## config.mk

```make
export PLATFORM = sky130hd
export DESIGN_NAME = dispatch_ctrl
export DESIGN_NICKNAME = d
export VERILOG_FILES = /design/src/rtl/dispatch_ctrl.sv
export SDC_FILE = /design/constraint.sdc
export NUM_CORES = 1
export LEC_CHECK = 0
export BUFFER_PORTS_ARGS = -buffer_cell sky130_fd_sc_hd__buf_2
export CAP_MARGIN = 20
export CORE_ASPECT_RATIO = 0.9
export CORE_MARGIN = 5
export CORE_UTILIZATION = 25
export DETAILED_ROUTE_END_ITERATION = 6
export GPL_ROUTABILITY_DRIVEN = 1
export PLACE_DENSITY = 0.45
export SLEW_MARGIN = 15
export SYNTH_ARGS = -nofsm -noshare
export SYNTH_HDL_FRONTEND = slang
export SYNTH_SLANG_ARGS = --single-unit
```

## constraint.sdc

```tcl
create_clock -name clk_in -period 3.3 [get_ports clk_in]
set_input_delay 0.165 -clock clk_in [delete_from_list [all_inputs] [get_ports clk_in]]
set_output_delay 0.165 -clock clk_in [all_outputs]
set_load 0.05 [all_outputs]
```

## src/rtl/dispatch_ctrl.sv

```systemverilog
// -----------------------------------------------------------------------------
// dispatch_ctrl
//   In-order dispatch scheduler between instruction fetch and the decoder.
//   Fetched {pc,inst} pairs are buffered in an IQ_DEPTH-entry FIFO. At most one
//   entry is released per cycle, and only when the ROB and RS have space (and,
//   for loads/stores, the LSB too). Each released entry gets the next
//   sequential ROB tag. A clear (branch mispredict) empties the FIFO, restarts
//   tags at zero and spends one FLUSH cycle before accepting again.
//
// Handshake: a fetch transfer happens on a posedge where if_valid && if_ready
//   are both 1. if_ready is combinational and does not depend on if_valid.
//   if_valid may be raised freely and must hold its payload until accepted.
//   dec_valid is a registered one-cycle pulse per dispatch. There is no
//   decoder ready; availability comes from the *_full inputs.
//
// Ports
//   clk_in       clock, all state updates on posedge
//   rst_in       synchronous active-low reset
//   rdy_in       global enable, 0 freezes every register
//   clear        flush request (mispredict)
//   if_valid     fetch offers {if_pc, if_inst}
//   if_inst      fetched instruction word
//   if_pc        pc of fetched instruction
//   if_ready     FIFO accepts this cycle
//   rob_full     ROB has no free entry
//   rs_full      RS has no free entry
//   lsb_full     LSB has no free entry
//   dec_valid    one-cycle pulse per dispatched instruction
//   dec_inst     dispatched instruction word
//   dec_pc       dispatched pc
//   dec_tag      ROB tag of dispatched instruction
//   dec_is_mem   dispatched op is a load or store
//   dbg_state_o  FSM state (0 RUN, 1 STALL, 2 FLUSH)
// -----------------------------------------------------------------------------
module dispatch_ctrl #(
   parameter int IQ_DEPTH  = 4,
   parameter int ROB_WIDTH = 4
) (
   input  logic                 clk_in,
   input  logic                 rst_in,
   input  logic                 rdy_in,
   input  logic                 clear,
   input  logic                 if_valid,
   input  logic [31:0]          if_inst,
   input  logic [31:0]          if_pc,
   output logic                 if_ready,
   input  logic                 rob_full,
   input  logic                 rs_full,
   input  logic                 lsb_full,
   output logic                 dec_valid,
   output logic [31:0]          dec_inst,
   output logic [31:0]          dec_pc,
   output logic [ROB_WIDTH-1:0] dec_tag,
   output logic                 dec_is_mem,
   output logic [1:0]           dbg_state_o
);

   localparam int PTR_W = $clog2(IQ_DEPTH);
   localparam int CNT_W = PTR_W + 1;

   typedef enum logic [1:0] {
      RUN   = 2'd0,
      STALL = 2'd1,
      FLUSH = 2'd2
   } state_e;

   state_e               state_q, state_d;
   logic [PTR_W-1:0]     head_q, head_d;
   logic [PTR_W-1:0]     tail_q, tail_d;
   logic [CNT_W-1:0]     count_q, count_d;
   logic [ROB_WIDTH-1:0] tag_q, tag_d;

   logic                 dec_valid_q, dec_valid_d;
   logic [31:0]          dec_inst_q, dec_inst_d;
   logic [31:0]          dec_pc_q, dec_pc_d;
   logic [ROB_WIDTH-1:0] dec_tag_q, dec_tag_d;
   logic                 dec_is_mem_q, dec_is_mem_d;

   logic [31:0] fifo_inst_q [IQ_DEPTH];
   logic [31:0] fifo_pc_q   [IQ_DEPTH];

   logic [31:0] head_inst;
   logic [31:0] head_pc;
   logic        head_is_mem;
   logic        fifo_empty;
   logic        head_blocked;
   logic        push;
   logic        pop;

   assign head_inst   = fifo_inst_q[head_q];
   assign head_pc     = fifo_pc_q[head_q];
   assign head_is_mem = (head_inst[6:0] == 7'b0000011) || (head_inst[6:0] == 7'b0100011);
   assign fifo_empty  = (count_q == '0);
   assign head_blocked = rob_full || rs_full || (head_is_mem && lsb_full);

   // Gated by rst_in so fetch sees no acceptance while reset is asserted.
   // A full FIFO refuses even when a pop happens in the same cycle.
   assign if_ready = rst_in && (count_q < CNT_W'(IQ_DEPTH)) && (state_q != FLUSH) && !clear;
   assign push     = if_valid && if_ready;
   // A blocked head stalls everything behind it: strictly in order.
   assign pop      = !fifo_empty && !head_blocked && (state_q != FLUSH) && !clear;

   always_comb begin
      state_d = state_q;
      if (clear) begin
         state_d = FLUSH;
      end else begin
         case (state_q)
            RUN:     if (!fifo_empty && head_blocked) state_d = STALL;
            STALL:   if (pop) state_d = RUN;
            FLUSH:   state_d = RUN;
            default: state_d = RUN;
         endcase
      end
   end

   always_comb begin
      head_d       = head_q;
      tail_d       = tail_q;
      count_d      = count_q;
      tag_d        = tag_q;
      dec_valid_d  = 1'b0;
      dec_inst_d   = dec_inst_q;
      dec_pc_d     = dec_pc_q;
      dec_tag_d    = dec_tag_q;
      dec_is_mem_d = dec_is_mem_q;
      if (clear) begin
         head_d  = '0;
         tail_d  = '0;
         count_d = '0;
         tag_d   = '0;
      end else begin
         if (push) begin
            tail_d = tail_q + PTR_W'(1);
         end
         if (pop) begin
            head_d       = head_q + PTR_W'(1);
            tag_d        = tag_q + ROB_WIDTH'(1);
            dec_valid_d  = 1'b1;
            dec_inst_d   = head_inst;
            dec_pc_d     = head_pc;
            dec_tag_d    = tag_q;
            dec_is_mem_d = head_is_mem;
         end
         if (push && !pop) begin
            count_d = count_q + CNT_W'(1);
         end else if (pop && !push) begin
            count_d = count_q - CNT_W'(1);
         end
      end
   end

   always_ff @(posedge clk_in) begin
      if (!rst_in) begin
         state_q      <= RUN;
         head_q       <= '0;
         tail_q       <= '0;
         count_q      <= '0;
         tag_q        <= '0;
         dec_valid_q  <= 1'b0;
         dec_inst_q   <= '0;
         dec_pc_q     <= '0;
         dec_tag_q    <= '0;
         dec_is_mem_q <= 1'b0;
      end else if (rdy_in) begin
         state_q      <= state_d;
         head_q       <= head_d;
         tail_q       <= tail_d;
         count_q      <= count_d;
         tag_q        <= tag_d;
         dec_valid_q  <= dec_valid_d;
         dec_inst_q   <= dec_inst_d;
         dec_pc_q     <= dec_pc_d;
         dec_tag_q    <= dec_tag_d;
         dec_is_mem_q <= dec_is_mem_d;
      end
   end

   // Storage needs no reset: occupancy is tracked by count/pointers only.
   always_ff @(posedge clk_in) begin
      if (rst_in && rdy_in && push) begin
         fifo_inst_q[tail_q] <= if_inst;
         fifo_pc_q[tail_q]   <= if_pc;
      end
   end

   assign dec_valid   = dec_valid_q;
   assign dec_inst    = dec_inst_q;
   assign dec_pc      = dec_pc_q;
   assign dec_tag     = dec_tag_q;
   assign dec_is_mem  = dec_is_mem_q;
   assign dbg_state_o = state_q;

endmodule

```

Word-level counts from Yosys, hierarchy flattened
Memory sizes are Yosys's and may differ from the RTL's. A register that Yosys moved wholly into a read port is not among the register bits.
Cells that the tools add are included.
Widths: inputs -> output; s select.
{"block": "classes", "addsub": 5, "n_lt_le_gt_ge": 1, "eq_ne": 6, "n_mux": 19, "bitwise_logic": 1, "n_reduce_logical": 32}
{"op": "$mux 2", "count": 9}
{"op": "$logic_and 1x1->1", "count": 13}
{"op": "$mux 3", "count": 3}
{"op": "$mux 4", "count": 2}
{"op": "$eq 7x2->1 const B", "count": 1}
{"op": "$eq 7x6->1 const B", "count": 1}
{"op": "$logic_not 1->1", "count": 6}
{"op": "$ne 3x3->1 const B", "count": 2}
{"op": "$reduce_and 2->1", "count": 3}
{"op": "$reduce_and 3->1", "count": 2}
{"op": "$add 2x1->2 const B", "count": 2}
{"op": "$add 4x1->4 const B", "count": 1}
{"op": "$mux 1", "count": 4}
{"op": "$pmux 2 s2", "count": 1}
{"op": "$reduce_bool 2->1", "count": 2}
{"op": "$add 3x1->3 const B", "count": 1}
{"op": "$logic_not 3->1", "count": 1}
{"op": "$logic_or 1x1->1", "count": 3}
{"op": "$lt 3x3->1 const B", "count": 1}
{"op": "$reduce_bool 3->1", "count": 1}
{"op": "$sub 3x1->3 const B", "count": 1}
{"op": "$eq 2x1->1 const B", "count": 1}
{"op": "$logic_not 2->1", "count": 1}
{"op": "$ne 2x2->1 const B", "count": 1}
{"op": "$not 1->1", "count": 1}
{"block": "totals", "register_bits": 51, "ram_bits": 256, "out_inout_bits": 73, "wordCells": 75, "memories": 2}
{"name": "fifo_inst_q", "words": 4, "width": 32, "read_ports": 1, "rd_ports_with_merged_regs": 1, "wr": 1, "line": "79", "source": "logic [31:0] fifo_inst_q [IQ_DEPTH];"}
{"name": "fifo_pc_q", "words": 4, "width": 32, "read_ports": 1, "rd_ports_with_merged_regs": 1, "wr": 1, "line": "80", "source": "logic [31:0] fifo_pc_q [IQ_DEPTH];"}

Depth between registers and ports, before layout
Gate-level depths: netlist of the first run.
{"block": "depth", "word_depth": 12, "ltp_mapped": 11, "depth_no_buf": 8}

Worst setup path before layout of the first run
Ideal clock, no wire load.
{"block": "synth_timing", "path_type": "flip-flop to flip-flop", "start": "register state_q[0] (netlist: dbg_state_o[0])", "end": "memory fifo_inst_q[0][0] (enable)", "arrival_ns": 2.872, "required_time_ns": 2.871, "slack_ns": -0.001, "path_stages_with_launch": 5, "synth_period_minus_slack_ns": 3.301, "cell_sequence": "dfxtp_1 -> nand2b_1 -> and4_1 -> clkbuf_1 -> and3_1"}
{"block": "synth_between", "elab_chain_len": 7}
{"item": "start, declared", "line": "67", "source": "state_e state_q, state_d;"}
{"item": "start signal, assigned", "line": "166", "source": "state_q <= state_d;"}
{"item": "$ne 2x2->1", "line": "98", "source": "assign if_ready = rst_in && (count_q < CNT_W'(IQ_DEPTH)) && (state_q != FLUSH) && !clear;"}
{"item": "$logic_and 1x1->1 (2 in a row)", "line": "98"}
{"item": "$logic_and 1x1->1", "line": "99", "source": "assign push = if_valid && if_ready;"}
{"item": "$logic_and 1x1->1", "line": "181", "source": "if (rst_in && rdy_in && push) begin"}
{"item": "$mux 1", "line": "181"}
{"item": "$mux 1 (implied by the code)", "line": "182", "source": "fifo_inst_q[tail_q] <= if_inst;"}
{"item": "end, declared", "line": "79"}
No other way between the ends.

==> results of run 1 <==
[how the worst max path moves through the flow]
stage / endpoint / slack [ns] / depth (start not counted) / from
floorplan: count_q[2] / 0.47 / 7 / dbg_state_o[0]
global placement: count_q[1] / 0.37 / 7 / register
detailed placement: count_q[1] / 0.31 / 7 / register
CTS: count_q[1] / 0.29 / 7 / register
global route: count_q[1] / 0.11 / 7 / register
finish: count_q[1] / 0.31 / 7 / register
[cell usage in the layout, fill, tap and decap left out, types with 2 or more instances in the layout]
cell                            instances
sky130_fd_sc_hd__a21boi_0               3
sky130_fd_sc_hd__a21oi_1                2
sky130_fd_sc_hd__a31oi_1                3
sky130_fd_sc_hd__and2_1                 2
sky130_fd_sc_hd__and3_4                 4
sky130_fd_sc_hd__buf_12                 6
sky130_fd_sc_hd__buf_2                143
sky130_fd_sc_hd__buf_4                 16
sky130_fd_sc_hd__bufinv_16              5
sky130_fd_sc_hd__clkbuf_1              11
sky130_fd_sc_hd__clkbuf_16             43
sky130_fd_sc_hd__clkbuf_8               4
sky130_fd_sc_hd__clkinv_2               7
sky130_fd_sc_hd__dfxtp_1               81
sky130_fd_sc_hd__dfxtp_2                4
sky130_fd_sc_hd__dlygate4sd3_1         66
sky130_fd_sc_hd__edfxtp_1             256
sky130_fd_sc_hd__ha_1                   5
sky130_fd_sc_hd__inv_1                  8
sky130_fd_sc_hd__mux4_2                64
sky130_fd_sc_hd__nand2_1               76
sky130_fd_sc_hd__nand2b_1               6
sky130_fd_sc_hd__nand3_1               74
sky130_fd_sc_hd__nand4_1                2
sky130_fd_sc_hd__nor2_1                 8
sky130_fd_sc_hd__nor2b_1                2
sky130_fd_sc_hd__nor3_1                 4
sky130_fd_sc_hd__o21a_1                 4
sky130_fd_sc_hd__o21ai_0               54
sky130_fd_sc_hd__o21ai_1               19
sky130_fd_sc_hd__o22ai_1                2
sky130_fd_sc_hd__or4_1                  3
[what timing repair did]
action / in CTS / in global routing
hold endpoints to repair: 257 / 0
hold buffers: 66 / 0
endpoints found under the setup margin: 0 / 0
[logic make-up (layout without fill, tap and decap cells)]
logic type      Yosys count  after routing  share of synthesized area
compound gates           95             95                     0.0418
fa+ha+maj                 6              6                    0.00654
mux                      65             65                      0.115
buf+inv                  60            314                     0.0217
other cells               0              1                          0
xor+xnor                  1              1                   0.000693
simple gates            189            189                     0.0712
flops                   341            341                      0.743
[where the power goes]
group          switching [W]  internal [W]  total [W]  leakage [nW]
Sequential        0.00000972       0.00463    0.00464          2.99
Combinational       0.000184      0.000136   0.000320          1.90
Clock                0.00173       0.00287    0.00461         0.687
[metrics by stage]
step	area (um2)	hold slack, ns
after global routing	16300	0.0917
after CTS	16300	0.0389
after floorplan	12600	0.264
after global placement	14200	0.381
after detailed placement	14200	0.388
final	16300	0.0875
[worst min-delay path, stage by stage]
cell and delay [ns]:
sky130_fd_sc_hd__buf_2 0.13, sky130_fd_sc_hd__nand3_1 0.09, sky130_fd_sc_hd__nand3_1 0.09, sky130_fd_sc_hd__a41oi_1 0.10
[per-layer routing]
| metal | up-vias | track usage |
|---|---|---|
| li1 | 3376 | - |
| met1 | 3638 | 0.151 |
| met2 | 146 | 0.168 |
| met3 | 54 | 0.0329 |
| met4 | 10 | 0.0333 |
| met5 | - | 0 |
[layout make-up]
cell class | count | area (um2)
flip-flops and latches | 341 | 9390
repair buffers | 232 | 1630
clock inverters | 16 | 223
diodes | 1 | 2.50
fillers | 4951 | 33900
well taps | 680 | 851
inverters | 8 | 30.0
multi-input cells | 356 | 3000
clock buffers | 58 | 1170
[flip-flops by register name, summed over array words and instances (netlist names), named ones only]
signal	flops
fifo_inst_q	128
fifo_pc_q	128
dec_inst	32
dec_pc	32
dec_tag	4
tag_q	4
count_q	3
dbg_state_o	2
head_q	2
tail_q	2
dec_is_mem	1
dec_valid	1
==> metrics.md, run 1 <==
| Metric | Value |
|---|---|
| Result of the run | `finished clean` |
| List of most frequent post-synthesis cells | `sky130_fd_sc_hd__edfxtp_1 (256), sky130_fd_sc_hd__dfxtp_1 (85), sky130_fd_sc_hd__nand2_1 (76)` |
| Nature of the critical path startpoint | `register` |
| Area share of the largest cell type after synthesis | `0.608` |
| Main area contributors after synthesis | `sky130_fd_sc_hd__edfxtp_1 (61%), sky130_fd_sc_hd__dfxtp_1 (13%), sky130_fd_sc_hd__mux4_2 (11%)` |
| Cell Count Post-Placement | `1,551` |
| Family with the most delay on the worst path | `simple AND/OR/NAND/NOR gates` |
| Number of synthesis warnings | `0` |
| Vias/cell | `4.27` |
| # clock sinks | `341` |
| Number of gates given a new drive strength after cts | `0` |
| Slew Limit Fails | `0` |
| DR vias | `7,224` |
| Mean area per synthesized cell | `between 15 and 20 um2` |
| Detailed route wirelength on metal3 | `1870 um` |
| Crit path max-delay cell type | `sky130_fd_sc_hd__or4b_4` |
| Number of enable flip-flop cells after synthesis | `between 200 and 300` |
| Cell with the most instances after synthesis | `sky130_fd_sc_hd__edfxtp_1` |
| Delay contributed by the slowest stage of the critical path | `0.58 ns` |
| Vias in the first global route | `roughly 7,400` |
| Pin count of the biggest net entering global routing | `between 150 and 200` |
| Share of the clock period used by the worst path after layout | `0.906` |
| Register bit count reported by yosys | `341` |
| Die Height | `223 um` |
| First-pass GRT wire length | `roughly 46,000 um` |
| Gate count of the mapped netlist | `757` |
| Final-report setup violation count | `0` |
| Total clock buffers created by CTS | `40` |
| Uppermost layer routed | `met5` |
| Number of different library cells in the post-synthesis netlist | `45` |
| Initial standard-cell utilization of the core | `0.252` |
| Minimum setup slack among reg-to-reg paths | `0.31 ns` |
| Data arrival time of the critical path | `3.46 ns` |
| Hold Path Sink | `count_q[2]` |
| P&R area growth vs syn | `29.0%` |
| DRC Markers | `0` |
| Total GRT Usage | `0.110` |
| Share of async-settable or async-resettable flops after synthesis | `0` |
| Post-layout minimum cycle time | `2.99 ns` |
| Buffers inserted during post-CTS setup optimization | `0` |
| Routed length on met1 | `about 14,000 um` |
| Biggest area consumer among synthesized cells | `sky130_fd_sc_hd__edfxtp_1` |
| Detailed Route Iter0 Violations | `419` |
| Detail Route met2 WL | `13,900 um` |
| Chain of cells forming the critical path | `mux4_2 > or4b_4 > o21ai_2 > o21a_1 > fa_1 > nor4bb_1 > o31a_1` |
| Htree depth | `2` |
| Full die area | `55,100 um2` |
| Setup Total Neg Slack | `0 ns` |
| Min-Delay Path Class | `primary input to register` |
| Sequential-to-total area share from yosys stat | `0.743` |
| Hold wc startpoint | `if_valid` |
| Core area | `50,200 um2` |
| Average wire per cell in the routed design | `18.1 um` |
| Ys flop type | `sky130_fd_sc_hd__edfxtp_1` |
| Placement Rows | `78` |
| Total wire length after detailed routing | `slightly above 30,000 um` |
| Master cell of the clock root buffer | `sky130_fd_sc_hd__clkbuf_16` |
| Number of antenna violations at the first check in global routing | `6` |
| Peak ir drop on the vdd network | `333 uV` |
| Ports | `between 100 and 150` |
| # port buffers | `144` |
| Count of maximum capacitance violations | `0` |
| Final hold violation count | `0` |
| Fin cells | `between 1,500 and 2,000` |
| Max-slew headroom | `0.493` |
| Worst hold path stage count | `4` |
| Highest achievable clock rate | `roughly 330 MHz` |
| Final Worst Setup Slack | `0.310 ns` |
| Dpl ws | `0.311 ns` |
| Worst-path maximum fanout | `8` |
| Count of antenna-violating nets left after detailed routing | `0` |
| Reg2Reg Depth | `7` |
| Drt first pass iters | `4` |
| Total Power Consumption | `between 0.009 and 0.01 W` |
| Clock Tree Buf Depth | `3` |
| Worst R2R End | `count_q[1]` |
| Final standard cell utilization of the core | `0.325` |
| RePlAce Congestion | `0.696` |
| Grt ovf | `0` |
| Cell Pwr Density | `587 nW/um2` |
| Buffers plus inverters on the worst setup path | `0` |
| Unrepaired setup endpoints after global routing | `false` |
| Post-synth design cell area | `12,600 um2` |
| Final setup skew | `0.0211 ns` |
| Source-to-sink clock delay at the later pin of the worst-skew pair | `0.55 ns` |
| Net Count, Synth | `835` |
| Clock-pin slew of the registers on the worst-case setup and hold paths | `0.06 ns` |
| DP Wirelength | `18,400 um` |
| Worst setup path category | `register to register` |
| Net count reported at finish | `1,057` |
| Worst Path Required | `3.77 ns` |
| Width of the die | `247 um` |
| Slew @ Worst Pin | `0.760 ns` |
| Kind of end point of the critical path | `register` |
| Fraction of final layout cells sized beyond drive strength 1 | `0.300` |
| Leak | `roughly 5.6 nW` |
| CTS tree | `done` |
(Power assumes the default switching activity.)
==> inputs of run 2 (changes only) <==
--- a/config.mk
+++ b/config.mk
@@ -5,14 +5,14 @@
 export SDC_FILE = /design/constraint.sdc
 export NUM_CORES = 1
 export LEC_CHECK = 0
-export BUFFER_PORTS_ARGS = -buffer_cell sky130_fd_sc_hd__buf_2
 export CAP_MARGIN = 20
 export CORE_ASPECT_RATIO = 0.9
 export CORE_MARGIN = 5
 export CORE_UTILIZATION = 25
 export DETAILED_ROUTE_END_ITERATION = 6
+export DONT_BUFFER_PORTS = 1
 export GPL_ROUTABILITY_DRIVEN = 1
-export PLACE_DENSITY = 0.45
+export PLACE_DENSITY = 0.42
 export SLEW_MARGIN = 15
 export SYNTH_ARGS = -nofsm -noshare
 export SYNTH_HDL_FRONTEND = slang
==> metrics.md, run 2 (synthesis gave the netlist of run 1 again) <==
| Metric | Value |
|---|---|
| Result of the run | `finished clean` |
| Initial standard-cell utilization of the core | `0.252` |
| Die Height | `223 um` |
| Kind of end point of the critical path | `register` |
| DRC Markers | `0` |
| # clock sinks | `341` |
| CTS tree | `done` |
| Dpl ws | `0.374 ns` |
| Unrepaired setup endpoints after global routing | `false` |
| Hold Worst Slack | `0.0656 ns` |
| Post-cts hold buffer count | `70` |
| Total wire length after detailed routing | `30,800 um` |
| Count of maximum capacitance violations | `0` |
| Worst setup path category | `register to register` |
| First-pass GRT wire length | `46,500 um` |
| Number of gates given a new drive strength after cts | `0` |
| Clock Tree Buf Depth | `3` |
| Peak ir drop on the vdd network | `379 uV` |
| Final standard cell utilization of the core | `0.313` |
| Grt ovf | `0` |
| Source-to-sink clock delay at the later pin of the worst-skew pair | `0.56 ns` |
| Clock-pin slew of the registers on the worst-case setup and hold paths | `0.06 ns` |
| DR vias | `6,772` |
| Leak | `4.94 nW` |
| Ports | `approximately 150` |
| Setup Total Neg Slack | `0 ns` |
| Buffers inserted during post-CTS setup optimization | `0` |
| Core area | `between 50,000 and 60,000 um2` |
| Max-slew headroom | `0.531` |
| P&R area growth vs syn | `24.1%` |
| Placement Rows | `78` |
| Fin cells | `1,559` |
| Cell Count Post-Placement | `1,408` |
| Min-Delay Path Class | `primary input to register` |
| Worst-path maximum fanout | `7` |
| Final Worst Setup Slack | `0.384 ns` |
| Data arrival time of the critical path | `3.41 ns` |
| Net count reported at finish | `921` |
| Fraction of final layout cells sized beyond drive strength 1 | `0.187` |
| Full die area | `55,100 um2` |
| Vias/cell | `4.34` |
| Pin count of the biggest net entering global routing | `approximately 150` |
| Slew Limit Fails | `0` |
| Total GRT Usage | `0.111` |
| Final setup skew | `0.0178 ns` |
| Slew @ Worst Pin | `0.702 ns` |
| Detailed Route Iter0 Violations | `approximately 280` |
| Drt first pass iters | `4` |
| Largest registers ranked by flip-flop count | `fifo_inst_q: 128 flops, fifo_pc_q: 128 flops` |
| Final hold violation count | `0` |
| Htree depth | `2` |
| Post-layout minimum cycle time | `approximately 3 ns` |
| Number of antenna violations at the first check in global routing | `8` |
| Average wire per cell in the routed design | `a little under 20 um` |
| # port buffers | `0` |
| Worst hold path stage count | `1` |
| Width of the die | `~250 um` |
| Total clock buffers created by CTS | `42` |
| DP Wirelength | `18,600 um` |
| Reg2Reg Depth | `7` |
| Vias in the first global route | `approximately 7,200` |
| Cell Pwr Density | `606 nW/um2` |
| RePlAce Congestion | `0.673` |
| Commonest cells after routing, fill and taps aside | `sky130_fd_sc_hd__edfxtp_1 (256), sky130_fd_sc_hd__dfxtp_1 (81), sky130_fd_sc_hd__nand2_1 (76)` |
| Highest achievable clock rate | `343 MHz` |
| Nature of the critical path startpoint | `register` |
| Count of antenna-violating nets left after detailed routing | `0` |
| Most common library cell in the layout ignoring fill and taps | `sky130_fd_sc_hd__edfxtp_1` |
| Share of the clock period used by the worst path after layout | `0.884` |
| Master cell of the clock root buffer | `sky130_fd_sc_hd__clkbuf_16` |
| Final-report setup violation count | `0` |
| Worst Path Required | `3.80 ns` |
-- run 2: cell count changes in the layout (fill, tap and decap cells not counted), moves of 2 or more --
cell                            previous run  this run
sky130_fd_sc_hd__clkinv_2                  7         5
sky130_fd_sc_hd__clkbuf_16                43        45
sky130_fd_sc_hd__bufinv_16                 5         2
sky130_fd_sc_hd__clkinvlp_4                0         2
sky130_fd_sc_hd__buf_2                   143         0
sky130_fd_sc_hd__buf_12                    6         8
sky130_fd_sc_hd__dlygate4sd3_1            66        69
sky130_fd_sc_hd__clkbuf_8                  4         6
sky130_fd_sc_hd__clkbuf_1                 11        14
-- run 2: worst paths after layout --
check / from / to / slack (ns)
max reg2reg: register / count_q[1] / 0.38
max: register / count_q[1] / 0.38
min: rdy_in / fifo_pc_q[1][4] / 0.07
min reg2reg: tag_q[3] / dec_tag[3] / 0.51
-- run 2: routing by layer --
| layer | up-vias | track usage | routed length [um] |
|---|---|---|---|
| met5 | - | 0 | 78 |
| met4 | 12 | 0.0364 | 768 |
| met3 | 65 | 0.0389 | 2440 |
| met2 | 167 | 0.174 | 14200 |
| met1 | 3403 | 0.144 | 13300 |
| li1 | 3125 | - | - |
-- run 2: where the power goes --
part	switching [W]	internal [W]	total (W)
Sequential	0.0000279	0.00463	0.00466
Combinational	0.000149	0.000108	0.000258
Clock	0.00179	0.00281	0.00459
-- run 2: layout make-up --
type                       count  area, um2
multi-input combinational    356       3000
sequential                   341       9390
tap                          680        851
timing repair buffer          94        998
antenna                        2       5.00
clock inverter                13        146
clock buffer                  65       1260
inverter                       8       30.0
fill                        5010      34500
-- run 2: worst max-delay path, cell delays in order, from the launching register on --
cell and delay [ns]:
sky130_fd_sc_hd__dfxtp_2 0.47, sky130_fd_sc_hd__mux4_2 0.56, sky130_fd_sc_hd__or4b_4 0.59, sky130_fd_sc_hd__o21ai_2 0.25, sky130_fd_sc_hd__o21a_1 0.15, sky130_fd_sc_hd__fa_1 0.41, sky130_fd_sc_hd__nor4bb_1 0.30, sky130_fd_sc_hd__o31a_1 0.15
-- run 2: through the flow --
step | power, W | cell area, um2
floorplan | 0.00486 | 12600
global placement | 0.00487 | 13500
detailed placement | 0.00487 | 13500
CTS | 0.00970 | 15700
global route | 0.00990 | 15700
finish | 0.00951 | 15700
==> inputs of run 3 (changes only) <==
--- a/config.mk
+++ b/config.mk
@@ -12,7 +12,7 @@
 export DETAILED_ROUTE_END_ITERATION = 6
 export DONT_BUFFER_PORTS = 1
 export GPL_ROUTABILITY_DRIVEN = 1
-export PLACE_DENSITY = 0.42
+export PLACE_DENSITY = 0.44
 export SLEW_MARGIN = 15
 export SYNTH_ARGS = -nofsm -noshare
 export SYNTH_HDL_FRONTEND = slang
==> constraint.sdc (replaced) <==
create_clock -name clk_in -period 2.5 [get_ports clk_in]
set_input_delay 0.125 -clock clk_in [delete_from_list [all_inputs] [get_ports clk_in]]
set_output_delay 0.125 -clock clk_in [all_outputs]
set_load 0.05 [all_outputs]
==> metrics.md, run 3 (synthesis gave the netlist of run 1 again) <==
| Metric | Value |
|---|---|
| Result of the run | `finished, violations left` |
| Violations in the final reports | `hold timing, setup timing` |
| First-pass GRT wire length | `48,400 um` |
| Average wire per cell in the routed design | `21.5 um` |
| Die Height | `between 200 and 250 um` |
| Number of antenna violations at the first check in global routing | `4` |
| Fraction of final layout cells sized beyond drive strength 1 | `0.316` |
| Net count reported at finish | `983` |
| Largest registers ranked by flip-flop count | `fifo_inst_q: 128 flops, fifo_pc_q: 128 flops` |
| Drt first pass iters | `4` |
| Htree depth | `2` |
| Final instance area | `17,000 um2` |
| Min-Delay Path Class | `primary input to register` |
| Vias/cell | `4.51` |
| Count of antenna-violating nets left after detailed routing | `0` |
| Grt ovf | `0` |
| Final antenna diode count | `0` |
| Minimum setup slack among reg-to-reg paths | `-0.21 ns` |
| Placement Rows | `78` |
| Total GRT Usage | `0.117` |
| Worst Path Required | `3.00 ns` |
| Hold Worst Slack | `-0.271 ns` |
| Share of the clock period used by the worst path after layout | `1.08` |
| Clock Tree Buf Depth | `3` |
| P&R area growth vs syn | `34.7%` |
| Worst setup path category | `register to register` |
| Source-to-sink clock delay at the later pin of the worst-skew pair | `between 0.5 and 0.6 ns` |
| Highest achievable clock rate | `about 370 MHz` |
| Core area | `50,200 um2` |
| Nature of the critical path startpoint | `register` |
| Final Worst Setup Slack | `-0.208 ns` |
| Initial standard-cell utilization of the core | `0.252` |
| Full die area | `about 55,000 um2` |
| Unrepaired setup endpoints after global routing | `true` |
| Final-report setup violation count | `78` |
| Cell Pwr Density | `725 nW/um2` |
| DP Wirelength | `between 15,000 and 20,000 um` |
| Clock-pin slew of the registers on the worst-case setup and hold paths | `0.06 ns` |
| Setup Total Neg Slack | `-5.83 ns` |
| Kind of end point of the critical path | `register` |
| Total wire length after detailed routing | `34,700 um` |
| Final hold violation count | `78` |
| Vias in the first global route | `7,300` |
| Fill cell total of the finished layout | `4,914` |
| Master cell of the clock root buffer | `sky130_fd_sc_hd__clkbuf_16` |
| Slew Limit Fails | `0` |
| Fin cells | `around 1,600` |
| Commonest cells after routing, fill and taps aside | `sky130_fd_sc_hd__edfxtp_1 (256), sky130_fd_sc_hd__dlygate4sd3_1 (92), sky130_fd_sc_hd__dfxtp_1 (80)` |
| Leak | `5.45 nW` |
| Ports | `around 150` |
| Total clock buffers created by CTS | `40` |
| Post-place instance area | `13,700 um2` |
| # port buffers | `0` |
| Peak ir drop on the vdd network | `433 uV` |
| DR vias | `7,295` |
| Slew @ Worst Pin | `0.810 ns` |
| DRC Markers | `0` |
| Count of maximum capacitance violations | `0` |
| Pin count of the biggest net entering global routing | `about 150` |
| Final setup skew | `roughly 0.028 ns` |
| Worst-path maximum fanout | `6` |
| # clock sinks | `341` |
| RePlAce Congestion | `slightly above 0.7` |
| Width of the die | `247 um` |
| Detailed Route Iter0 Violations | `between 300 and 400` |
| CTS tree | `done` |
| Post-layout minimum cycle time | `~2.7 ns` |
| Data arrival time of the critical path | `3.21 ns` |
| Max-slew headroom | `0.458` |
| Cell Count Post-Placement | `1,424` |
| Most common library cell in the layout ignoring fill and taps | `sky130_fd_sc_hd__edfxtp_1` |
==> run 3: repair_timing <==
action | CTS | global route
gates cloned | 7 | 9
hold buffers | 91 | 1
buffers inserted | 5 | 8
endpoints found under the setup margin | 76 | 80
endpoints found under the hold margin | 368 | 78
gates resized for setup | 10 | 157
pin swaps | 3 | 34
==> run 3: per-layer routing <==
metal,wire (um),track usage
met1,15800,0.159
met5,49,0
met2,15700,0.177
met3,2360,0.0371
met4,811,0.0374
==> run 3: report_power, final <==
group,internal (W),total [W],switching [W]
Combinational,0.000187,0.000372,0.000185
Clock,0.00349,0.00582,0.00232
Sequential,0.00611,0.00615,0.0000365
Total,0.00979,0.0123,0.00254
==> run 3: worst paths after layout <==
kind	cells after the start	start	end
setup reg to reg	7	register	count_q[1]
hold / removal	2	rst_in	dec_pc[25]
hold reg to reg	2	dbg_state_o[0]	dbg_state_o[0]
setup / recovery	7	register	count_q[1]
==> run 3: worst max-delay path, cell delays in order, from the launching register on <==
cell	delay (ns)
sky130_fd_sc_hd__dfxtp_4	0.39
sky130_fd_sc_hd__mux4_2	0.52
sky130_fd_sc_hd__or4b_4	0.59
sky130_fd_sc_hd__o21ai_4	0.16
sky130_fd_sc_hd__o21a_1	0.14
sky130_fd_sc_hd__fa_1	0.42
sky130_fd_sc_hd__nor4bb_2	0.28
sky130_fd_sc_hd__o31a_1	0.14
==> run 3: layout make-up <==
type | count | area (um2) | share of cell area
flip-flops and latches | 341 | 9400 | 0.552
multi-input cells | 356 | 3480 | 0.204
repair buffers | 158 | 1950 | 0.115
clock buffers | 53 | 1130 | 0.0665
well taps | 680 | 851 | 0.0500
clock inverters | 21 | 185 | 0.0109
inverters | 8 | 30.0 | 0.00176
==> run 3: through the flow <==
step / power (W) / setup slack, ns / util
2_1_floorplan: 0.00642 / -0.148 / -
3_3_place_gp: 0.00644 / -0.279 / 0.274
3_5_place_dp: 0.00644 / -0.277 / 0.274
4_1_cts: 0.0125 / -0.261 / 0.325
5_1_grt: 0.0128 / -0.318 / 0.339
6_report: 0.0123 / -0.208 / 0.339
